$ cat src/rtl/tlcf_pkg.sv
// Shared encodings for the traffic-light phase counter controller:
// FSM states, phase direction values and mode bit positions.
package tlcf_pkg;

  typedef enum logic [1:0] {
    ST_IDLE = 2'd0,
    ST_LOAD = 2'd1,
    ST_RUN  = 2'd2,
    ST_HOLD = 2'd3
  } tlcf_state_t;

  localparam logic DIR_FWD = 1'b0;
  localparam logic DIR_REV = 1'b1;

  localparam int MODE_SEL_BIT = 0;
  localparam int MODE_ACL_BIT = 1;

endpackage

$ cat src/rtl/tlcf_phase_len_table.sv
// Per-phase duration registers: synchronous write, combinational read by
// phase index, every entry returns to DEF_LEN on reset.
module tlcf_phase_len_table #(
  parameter int              CNT_W      = 8,
  parameter int              NUM_PHASES = 4,
  parameter int              PH_W       = 2,
  parameter logic [CNT_W-1:0] DEF_LEN   = 8'd10
) (
  input  logic             clk,
  input  logic             reset,
  input  logic             i_we,
  input  logic [PH_W-1:0]  i_wr_phase,
  input  logic [CNT_W-1:0] i_wr_len,
  input  logic [PH_W-1:0]  i_rd_phase,
  output logic [CNT_W-1:0] o_rd_len
);

  logic [CNT_W-1:0] r_len [NUM_PHASES];

  // Indices at or above NUM_PHASES match no entry, so such writes drop out.
  always_ff @(posedge clk) begin
    if (reset) begin
      for (int i = 0; i < NUM_PHASES; i++) r_len[i] <= DEF_LEN;
    end else if (i_we) begin
      for (int i = 0; i < NUM_PHASES; i++)
        if (i_wr_phase == PH_W'(i)) r_len[i] <= i_wr_len;
    end
  end

  always_comb begin
    o_rd_len = r_len[0];
    for (int i = 1; i < NUM_PHASES; i++)
      if (i_rd_phase == PH_W'(i)) o_rd_len = r_len[i];
  end

endmodule

$ cat src/rtl/tlcf_phase_counter_ctrl.sv
// Traffic-light phase sequencer: owns the phase index and the per-phase
// countdown, with optional accelerated (shifted) durations.
//
// state   | meaning
// IDLE    | after reset, waiting for counter_control
// LOAD    | one cycle: load effective duration, latch acl for the phase
// RUN     | counting down while counter_control is high
// HOLD    | counter frozen until counter_control returns high
module tlcf_phase_counter_ctrl
  import tlcf_pkg::*;
#(
  parameter int               CNT_W      = 8,
  parameter int               NUM_PHASES = 4,
  parameter int               PH_W       = 2,
  parameter int               ACL_SHIFT  = 2,
  parameter logic [CNT_W-1:0] DEF_LEN    = 8'd10
) (
  input  logic             clk,
  input  logic             reset,
  input  logic             i_counter_control,
  input  logic             i_select,
  input  logic             i_acl_select,
  input  logic             i_cfg_we,
  input  logic [PH_W-1:0]  i_cfg_phase,
  input  logic [CNT_W-1:0] i_cfg_len,
  output logic [PH_W-1:0]  o_phase,
  output logic [CNT_W-1:0] o_count,
  output logic             o_phase_done,
  output logic [1:0]       o_mode,
  output logic             o_busy
);

  localparam logic [PH_W-1:0] LAST_PH = PH_W'(NUM_PHASES - 1);

  tlcf_state_t      r_state;
  logic [PH_W-1:0]  r_phase;
  logic [CNT_W-1:0] r_count;
  logic             r_done;
  logic             r_acl_q;
  logic             r_sel_q;

  logic [CNT_W-1:0] w_len_rd;
  logic [CNT_W-1:0] w_len_sh;
  logic [CNT_W-1:0] w_eff;
  logic [PH_W-1:0]  w_ph_next;
  logic             w_busy;

  tlcf_phase_len_table #(
    .CNT_W      (CNT_W),
    .NUM_PHASES (NUM_PHASES),
    .PH_W       (PH_W),
    .DEF_LEN    (DEF_LEN)
  ) u_len_table (
    .clk        (clk),
    .reset      (reset),
    .i_we       (i_cfg_we),
    .i_wr_phase (i_cfg_phase),
    .i_wr_len   (i_cfg_len),
    .i_rd_phase (r_phase),
    .o_rd_len   (w_len_rd)
  );

  // A shifted duration of zero would expire instantly; clamp it to one cycle.
  assign w_len_sh = i_acl_select ? (w_len_rd >> ACL_SHIFT) : w_len_rd;
  assign w_eff    = (w_len_sh == '0) ? CNT_W'(1) : w_len_sh;

  always_comb begin
    w_ph_next = r_phase + 1'b1;
    if (i_select == DIR_REV)
      w_ph_next = (r_phase == '0) ? LAST_PH : r_phase - 1'b1;
    else if (r_phase == LAST_PH)
      w_ph_next = '0;
  end

  always_ff @(posedge clk) begin
    if (reset) begin
      r_state <= ST_IDLE;
      r_phase <= '0;
      r_count <= '0;
      r_done  <= 1'b0;
      r_acl_q <= 1'b0;
      r_sel_q <= 1'b0;
    end else begin
      r_done  <= 1'b0;
      r_sel_q <= i_select;
      case (r_state)
        ST_IDLE: if (i_counter_control) r_state <= ST_LOAD;
        ST_LOAD: begin
          r_count <= w_eff;
          r_acl_q <= i_acl_select;
          r_state <= ST_RUN;
        end
        ST_RUN: begin
          if (!i_counter_control) begin
            r_state <= ST_HOLD;
          end else if (r_count > CNT_W'(1)) begin
            r_count <= r_count - 1'b1;
          end else begin
            r_count <= '0;
            r_done  <= 1'b1;
            r_phase <= w_ph_next;
            r_state <= ST_LOAD;
          end
        end
        ST_HOLD: if (i_counter_control) r_state <= ST_RUN;
        default: r_state <= ST_IDLE;
      endcase
    end
  end

  assign w_busy                = (r_state != ST_IDLE);
  assign o_busy                = w_busy;
  assign o_phase               = r_phase;
  assign o_count               = r_count;
  assign o_phase_done          = r_done;
  assign o_mode[MODE_ACL_BIT]  = r_acl_q & w_busy;
  assign o_mode[MODE_SEL_BIT]  = r_sel_q;

endmodule

$ cat config.mk
export PLATFORM = sky130hd
export DESIGN_NAME = tlcf_phase_counter_ctrl
export DESIGN_NICKNAME = d
export VERILOG_FILES = /design/src/rtl/tlcf_pkg.sv /design/src/rtl/tlcf_phase_len_table.sv /design/src/rtl/tlcf_phase_counter_ctrl.sv
export SDC_FILE = /design/constraint.sdc
export NUM_CORES = 1
export LEC_CHECK = 0
export BUFFER_PORTS_ARGS = -buffer_cell sky130_fd_sc_hd__clkbuf_2
export CORE_MARGIN = 2
export CORE_UTILIZATION = 47
export DETAILED_ROUTE_END_ITERATION = 10
export GPL_ROUTABILITY_DRIVEN = 0
export PLACE_DENSITY = 0.66
export SYNTH_ARGS = -nofsm -noshare
export SYNTH_HDL_FRONTEND = slang
export SYNTH_SLANG_ARGS = --single-unit
$ cat constraint.sdc
create_clock -name clk -period 1.9 [get_ports clk]
set_clock_uncertainty 0.15 [all_clocks]
set_input_delay 0 -clock clk [delete_from_list [all_inputs] [get_ports clk]]
set_output_delay 0 -clock clk [all_outputs]
set_load 0.03 [all_outputs]
==> Word level (Yosys, flattened, before mapping) <==
Memories as Yosys holds them, arrays and structs flattened.
Index checks and enable logic that the tools add are counted.
{ "totals": {"mem_bits_ro": 0, "output_inout_bits": 14, "elab_cells": 81, "inputBits": 16, "reg_bits": 15, "latch_bits": 0, "ram_bits": 32, "n_memories": 1} }
{ "mem_list": {"columns": ["memory", "words", "word_bits", "rd", "rd_clocked_by_memory_dff", "wr", "line", "text"], "rows": [
  ["u_len_table.r_len", 4, 8, 4, 0, 4, "tlcf_phase_len_table.sv:18", "logic [CNT_W-1:0] r_len [NUM_PHASES];"]
]} }
{ "classes": {"n_div": 0, "eq_ne": 13, "reduce_logical": 10, "n_shift": 0, "mux": 39, "n_bitwise": 8, "multipliers": 0, "n_lt_le_gt_ge": 1, "n_addsub": 3} }
{ "ops": {"columns": ["cell", "count"], "rows": [
  ["2-to-1 mux 8 bit", 11],
  ["2-to-1 mux 1 bit", 19],
  ["one-hot mux 8 bit (2 select lines)", 1],
  ["2-to-1 mux 2 bit", 7],
  ["equality test 2 bit (second input constant)", 6],
  ["greater-than comparator 8 x 1 -> 1 bit (second input constant)", 1],
  ["zero test 8 bit", 1],
  ["one-hot mux 2 bit (4 select lines)", 1],
  ["subtractor 8 x 1 -> 8 bit (second input constant)", 1],
  ["equality test 2 x 1 -> 1 bit (second input constant)", 3],
  ["zero test 2 bit", 3],
  ["inequality test 2 bit (second input constant)", 3],
  ["AND reduction 3 bit", 2],
  ["OR 1 bit", 4],
  ["nonzero test 2 bit", 2],
  ["inequality test 3 bit (second input constant)", 1],
  ["NOT 1 bit", 3],
  ["OR reduction 3 bit", 1],
  ["adder 2 x 1 -> 2 bit (second input constant)", 1],
  ["AND reduction 2 bit", 1],
  ["subtractor 2 x 1 -> 2 bit (second input constant)", 1],
  ["AND 1 bit", 1]
]} }

==> Longest topological paths before layout <==
Gate-level depths: netlist of the first run.
{ "depth": {"ltp_word": 8, "mapped_depth": 8, "depth_no_buf": 7} }

==> Cells and area by module <==
A second synthesis of the first run with hierarchy kept.
{ "unflattened": {"cells_unflattened": 213, "area_unflattened_um2": 2433.6} }
{ "by_module_without_submodules": {"columns": ["module", "seq_area_each_um2", "cells_each", "area_each_um2", "n_inst"], "rows": [
  ["tlcf_phase_len_table", 960.9, 98, 1433.9, 1],
  ["tlcf_phase_counter_ctrl", 300.3, 115, 999.7, 1]
]} }

==> Worst setup path before layout of the first run <==
OpenSTA, ideal clock, no wires.
{ "synth_timing": {"path_type": "reg-to-reg", "start": "register r_phase[0], in the netlist o_phase[0]", "end": "register r_count[0], in the netlist o_count[0]", "period_less_slack_ns": 2.211, "slack_ns": -0.311, "setup_ns": 0.087, "required_time_ns": 1.663, "arrival_ns": 1.974, "path_stages_with_launch": 9, "path_buffers": 1, "cell_sequence": "dfxtp_1 -> inv_1 -> ha_1 -> clkbuf_1 -> or2_2 -> o221ai_1 -> nand2_1 -> o31a_1 -> o31ai_1"} }
{ "synth_between": {"elab_chain_cells": 8, "elab_cells_between_ends": 10, "classes_between": "eq/ne: 3; mux: 6; reduce/logical: 1"} }
{ "synth_rtl": {"columns": ["item", "line", "text"], "rows": [
  ["from (decl)", "tlcf_phase_counter_ctrl.sv:36", "logic [PH_W-1:0] r_phase;"],
  ["from (signal assigned)", "tlcf_phase_counter_ctrl.sv:101", "r_phase <= w_ph_next;"],
  ["equality test 2 x 1 -> 1 bit", "tlcf_phase_len_table.sv:33", "if (i_rd_phase == PH_W'(i)) o_rd_len = r_len[i];"],
  ["2-to-1 mux 8 bit (2 in a row)", "tlcf_phase_len_table.sv:33", null],
  ["2-to-1 mux 8 bit *", "tlcf_phase_len_table.sv:33", null],
  ["2-to-1 mux 8 bit *", "tlcf_phase_counter_ctrl.sv:64", "assign w_len_sh = i_acl_select ? (w_len_rd >> ACL_SHIFT) : w_len_rd;"],
  ["zero test 8 bit", "tlcf_phase_counter_ctrl.sv:65", "assign w_eff = (w_len_sh == '0) ? CNT_W'(1) : w_len_sh;"],
  ["2-to-1 mux 8 bit *", "tlcf_phase_counter_ctrl.sv:65", null],
  ["one-hot mux 8 bit (2 select lines) *", "tlcf_phase_counter_ctrl.sv:86", "case (r_state)"],
  ["to (signal assigned)", "tlcf_phase_counter_ctrl.sv:89", "r_count <= w_eff;"],
  ["to (signal assigned)", "tlcf_phase_counter_ctrl.sv:97", "r_count <= r_count - 1'b1;"],
  ["to (decl)", "tlcf_phase_counter_ctrl.sv:37", "logic [CNT_W-1:0] r_count;"]
]} }
Every way passes the cells marked *; elsewhere a longest branch is shown, timed or not.
A chain may end at the register's enable or synchronous reset.

==> Worst setup path in the final report of the first run <==
{ "layout_timing": {"start": "register r_phase[1], in the netlist o_phase[1]", "end": "register r_count[0], in the netlist o_count[0]"} }
Same word-level chain as after synthesis.

==> impl_metrics.toml, run 1 <==
[worst_setup_path]
path_cells = "buf_6 > ha_4 > buf_6 > nand2b_1 > o32ai_2 > a21oi_1 > o31a_1 > o31ai_1"
crit_path_max_fanout = 5
slowest_stage = "dfxtp_4"
start_kind = "register"
arrival_ns = 2.02
critPathMostFrequentCell = "buf_6"
cpPeakStageDelay_ns = 0.40
ff2ff_path_depth = 8
r2r-start = "o_phase[1]$_SDFFE_PP0P_"
crit_path_end_kind = "register"
worst-setup-path-type = "register to register"
worstPathRequired_ns = 1.96
crit_start = "o_phase[1]$_SDFFE_PP0P_"

[synthesis]
synth.top_cell.area_share_pct = 37.5
ys_top_cells_by_count = "edfxtp_1 (32), and2_1 (26), nor2_1 (19)"
synthFlopType = "edfxtp_1"
syn_nets = 267
syn_inst = 245
ys_seq_area_share_pct = 49.2
ys_types = 54
yosysMostFrequentCell = "edfxtp_1"
synth.area.top_cells = "edfxtp_1 (37%), dfxtp_1 (12%), and2_1 (6.3%), mux2i_1 (3.1%), a21oi_1 (2.9%)"
ys_ff_latch = 47
async_reset_ff_share_pct = 0
avgSynthCellArea_um2 = 10.5
synth-edff-count = 32
synth.largest_area_cell = "edfxtp_1"
yosys_warnings = 0
netlist_area_mm2 = 0.00256

[clocking]
clockBufferDepth = 2
clk_pin_slew_worst_paths_ns = 0.09
ctsHtreeMaxLevel = 2
clkLatencyLatePin_ns = 0.30
cts_made_buffers = 5
clock_sinks = 47
cts_tree = "yes"
cts_root_buffer = "clkbuf_8"

[drt]
drt_iter0_markers = 130
ant_nets = 0
wl_per_cell_um = 15.5
num_vias = 2093
drtPass1Iterations = 4
vias_per_cell = 5.39
drc = 0
routed_wirelength_mm = 6.02

[floorplan]
design.core.area_mm2 = 0.00517
die_w_um = 77.9
core.rowCount = 26
die_height_um = 77.9
dieArea_mm2 = 0.00606
start_util_pct = 49.6
pin_count = 30

[final_layout]
area_growth_syn_to_layout_pct = 36.2
drive_above_1_share_pct = 37.1
multi_input_area_mm2 = 0.00144
nNetsFinal = 340
nFillCells = 404
diodes = 0
layout.cells.non_filler = 388
ff_latch_area_mm2 = 0.00127

[power_and_ir_drop]
cellLeakagePower_uw = 0.00131
power_density_mw_per_mm2 = 818
vdd_drop_max_v = 0.000465

[run_status]
violations = "setup timing"
status = "finished with violations"

[min_path]
whs_path_depth = 3
min-delay-start = "i_cfg_we"
hold_path_class = "primary input to register"

[timing]
rsz0062_at_grt = "true"
setup_violations = 3
fin_crit_sh_pct = 103
fin_ws_ns = -0.0607
layout_min_cycle_time_ns = 1.96
max_freq_mhz = 510
maxSlewViolCount = 0
max-slew-margin-rel_pct = 74.7
tightest_slew_ns = 0.379
hold_violations = 0

[global_route]
grt_max_degree = 21
grt_util_all_layers_pct = 20.0
antenna_found_initial = 0
grt_pass1_wl_mm = 9.45
overflow = 0
first_global_vias = 1991

[flow_run]
drv_cap = 0

[place]
dp_slack_ns = -0.0732
dp_hpwl_mm = 4.13
io_buffer_count = 29
dp.cells = 361
-- what timing repair did --
action                     CTS  global route
resized for setup           12            35
buffers inserted             0             6
hold buffers                15             0
pin swaps                    5            17
setup endpoints to repair    7             8
hold endpoints to repair    42             0
-- state kept, by name (all words and copies together), names as in the netlist --
name	count
u_len_table.r_len	32
o_phase	2
o_phase_done	1
r_sel_q	1
o_count	8
r_acl_q	1
r_state	2
-- kinds of logic after synthesis --
family	after synthesis	synth area share [%]
AO/OA/AOI/OAI	52	15.3
XOR/XNOR	1	0.342
adder cells (fa/ha/maj)	6	2.93
buffers and inverters	19	3.07
flip-flops	47	49.2
multiplexers	11	4.44
AND/OR/NAND/NOR	109	24.7
-- metal layers --
layer / up-vias / global-route usage (%) / part of all wire (%)
met1: 984 / 23.9 / 42
met5: - / 0 / 0
li1: 1040 / - / -
met4: 0 / 5.18 / 1.4
met2: 58 / 36.6 / 53
met3: 11 / 3.95 / 3.5
-- worst paths after layout --
| kind | to | slack (ns) |
|---|---|---|
| max | o_count[0]$_SDFFE_PP0P_ | -0.06 |
| max reg2reg | o_count[0]$_SDFFE_PP0P_ | -0.06 |
| min | u_len_table.r_len[3][3]$_SDFFCE_PN1P_ | 0.1 |
| min reg2reg | r_acl_q$_SDFFE_PP0P_ | 0.31 |
-- cell usage in the layout (no fill, tap or decap), drive strengths merged, types with 3 or more instances in the layout --
cell / instances
a211oi: 4
a21oi: 15
a31o: 4
and2: 26
buf: 31
clkbuf: 34
dfxtp: 15
dlygate4sd3: 15
edfxtp: 32
ha: 6
inv: 10
mux2: 3
mux2i: 8
nand2: 8
nand2b: 12
nor2: 19
nor2b: 7
nor3: 11
nor3b: 7
o21ai: 9
o31ai: 3
or3: 5
-- layout make-up --
type / instances / area share, %
Multi-Input combinational cell: 179 / 41.2
Sequential cell: 47 / 36.4
Timing Repair Buffer: 75 / 15.7
Tap cell: 70 / 2.51
Clock buffer: 5 / 1.97
Inverter: 10 / 1.15
Clock inverter: 2 / 1.07
-- report_power, final --
group | internal [uW] | switching, uW | total, uW
Sequential | 1180 | 60.4 | 1240
Combinational | 405 | 485 | 890
Clock | 385 | 338 | 723
Total | 1970 | 883 | 2860
-- critical path, delay by kind of cell, from the launching register on --
kind / cells / cell delay [ns]
flip-flops: 1 / 0.40
AO/OA/AOI/OAI: 4 / 0.84
adder cells (fa/ha/maj): 1 / 0.16
buffers and inverters: 2 / 0.23
AND/OR/NAND/NOR: 1 / 0.09
-- stage by stage --
step           cell area, um2  total power (uW)  TNS (ns)  utilization, %  hold WS [ns]
4_1_cts                  3300              2780         0            63.8        0.0685
2_1_floorplan            2600              1770   -0.0334               -       -0.0218
3_3_place_gp             3000              2020   -0.0230            58.0         0.126
3_5_place_dp             3000              2040    -0.144            58.0         0.130
5_1_grt                  3490              3000    -0.428            67.5         0.115
6_report                 3490              2860   -0.0748            67.5        0.0959
Power figures use the tool's default switching activity.
==> inputs of run 2 (changes only) <==
Settings changed: PLACE_DENSITY 0.66 to 0.75.
==> run 2 against run 1 <==
Net effect:
- the flow now finishes without violations
- non-clock buffer count decreased by 3
- critical path depth is the same
- largest power group unchanged
- die area unchanged
- routed wire length fell by 3.7%
- first-iteration DRC count is 57% lower
- clock-buffer cell count did not move
- sequential power barely moved
- power shrank 0.45%
- sequential cell count stayed put
- critical endpoint unchanged
- global-route usage up 0.47 points
==> impl_metrics.toml, run 2 (synthesis results as in run 1) <==
[run_status]
status = "finished, final reports clean"

[final_layout]
final_common_cell = "edfxtp_1"
diodes = 0
largest-register = "u_len_table.r_len"
area_growth_syn_to_layout_pct = 32.6
drive_above_1_share_pct = 33.9
layout.cells.non_filler = 386
fin_util_pct = 65.7
nNetsFinal = 337
most-common-layout-cells = "edfxtp_1 (32), clkbuf_2 (29), buf_4 (27)"
largest_register_ffs = 32

[worst_setup_path]
r2r_end = "o_count[0]$_SDFFE_PP0P_"
r2r-start = "o_phase[1]$_SDFFE_PP0P_"
crit_path_end_kind = "register"
worstPathRequired_ns = 1.98
start_kind = "register"
ff2ff_path_depth = 8
endpoint = "o_count[0]$_SDFFE_PP0P_"
reg2reg_slack_ns = 0.01
arrival_ns = 1.97
crit_start = "o_phase[1]$_SDFFE_PP0P_"
worst-setup-path-type = "register to register"
crit_path_max_fanout = 8

[place]
dp_hpwl_mm = 4.11
dp_slack_ns = -0.0767
dp.cells = 362
io_buffer_count = 29

[global_route]
first_global_vias = 2034
grt_pass1_wl_mm = 9.78
antenna_found_initial = 0
grt_util_all_layers_pct = 20.5
overflow = 0
grt_max_degree = 21

[floorplan]
core.rowCount = 26
design.core.area_mm2 = 0.00517
dieArea_mm2 = 0.00606
die_w_um = 77.9
pin_count = 30
start_util_pct = 49.6
die_height_um = 77.9

[power_and_ir_drop]
pwr-share-seq_pct = 43.7
vdd_drop_max_v = 0.000433
power_switching_uw = 885
pwr-share-clk_pct = 26.4
power_density_mw_per_mm2 = 837
p_comb_share_pct = 30.0
p_sw_share_pct = 31.1
internal_power_uw = 1960
cellLeakagePower_uw = 0.00129

[clocking]
cts_root_buffer = "clkbuf_8"
cts_tree = "yes"
ctsHtreeMaxLevel = 2
clk_pin_slew_worst_paths_ns = 0.09
clock_sinks = 47
clkLatencyLatePin_ns = 0.31
cts_made_buffers = 5
clockBufferDepth = 2

[drt]
num_vias = 2033
drc = 0
vias_per_cell = 5.27
drt_iter0_markers = 56
drtPass1Iterations = 4
ant_nets = 0
routed_wirelength_mm = 5.79
wl_per_cell_um = 15.0

[flow_run]
drv_cap = 0

[min_path]
hold_path_class = "primary input to register"

[timing]
max-slew-margin-rel_pct = 70.6
maxSlewViolCount = 0
max_freq_mhz = 530
layout_min_cycle_time_ns = 1.89
rsz0062_at_grt = "true"
fin_ws_ns = 0.0123
tightest_slew_ns = 0.440
fin_crit_sh_pct = 99.4
hold_violations = 0
setup_violations = 0
-- run 2: changes by cell type in the layout (fill, tap and decap cells not counted), sizes merged --
cell and delta:
buf -3, clkinv +1, inv +1, clkinvlp -1
-- run 2: worst min-delay path by stage --
stage / from / end / slack [ns] / cells past startpoint
6_report: i_cfg_we / u_len_table.r_len[3][3]$_SDFFCE_PN1P_ / 0.07 / 3
5_1_grt: i_cfg_we / u_len_table.r_len[3][3]$_SDFFCE_PN1P_ / 0.14 / 3
4_1_cts: i_cfg_we / u_len_table.r_len[3][3]$_SDFFCE_PN1P_ / 0.06 / 3
3_5_place_dp: i_counter_control / r_state[0]$_SDFFE_PP0P_ / 0.14 / 3
3_3_place_gp: i_counter_control / r_state[0]$_SDFFE_PP0P_ / 0.14 / 3
2_1_floorplan: i_select / r_sel_q$_SDFF_PP0_ / -0.02 / 1
-- run 2: cell type report --
| type | instances | area (um2) |
|---|---|---|
| multi-input cells | 179 | 1370 |
| clock inverters | 3 | 42.5 |
| fillers | 415 | 1770 |
| clock buffers | 5 | 68.8 |
| well taps | 70 | 87.6 |
| repair buffers | 72 | 518 |
| inverters | 10 | 37.5 |
| flip-flops and latches | 47 | 1270 |
-- run 2: worst max-delay path: stages (launching register included) --
cell	delay [ns]
dfxtp_4	0.38
inv_2	0.05
ha_4	0.15
buf_12	0.14
mux2_4	0.33
o221ai_4	0.20
nand2_1	0.11
o31a_1	0.14
o31ai_2	0.16
-- run 2: metal layers --
metal | track usage [%] | wire length [um]
met5 | 0 | 0
met4 | 6.25 | 73
met2 | 35.5 | 3010
met1 | 26.2 | 2540
met3 | 3.37 | 163
-- run 2: power groups by stage --
stage	Sequential [uW]	Clock, uW	Combinational, uW
floorplan	1310	0	467
global placement	1260	0	767
detailed placement	1260	0	778
CTS	1240	749	826
global route	1250	804	934
finish	1240	749	852
-- run 2: repair_timing --
action                                  CTS  global route
resized for setup                        12            13
pin swaps                                 8             3
hold endpoints to repair                 45             0
hold buffers                             15             0
endpoints found under the setup margin    7            10
setup buffers                             1             0
-- run 2: metrics by stage --
stage | power, uW | hold slack, ns | cell area (um2) | setup TNS (ns)
2_1_floorplan | 1770 | -0.0218 | 2600 | -0.0334
3_3_place_gp | 2020 | 0.135 | 3010 | -0.0631
3_5_place_dp | 2040 | 0.142 | 3010 | -0.146
4_1_cts | 2810 | 0.0636 | 3350 | 0
5_1_grt | 2990 | 0.136 | 3400 | -0.308
6_report | 2840 | 0.0742 | 3400 | 0
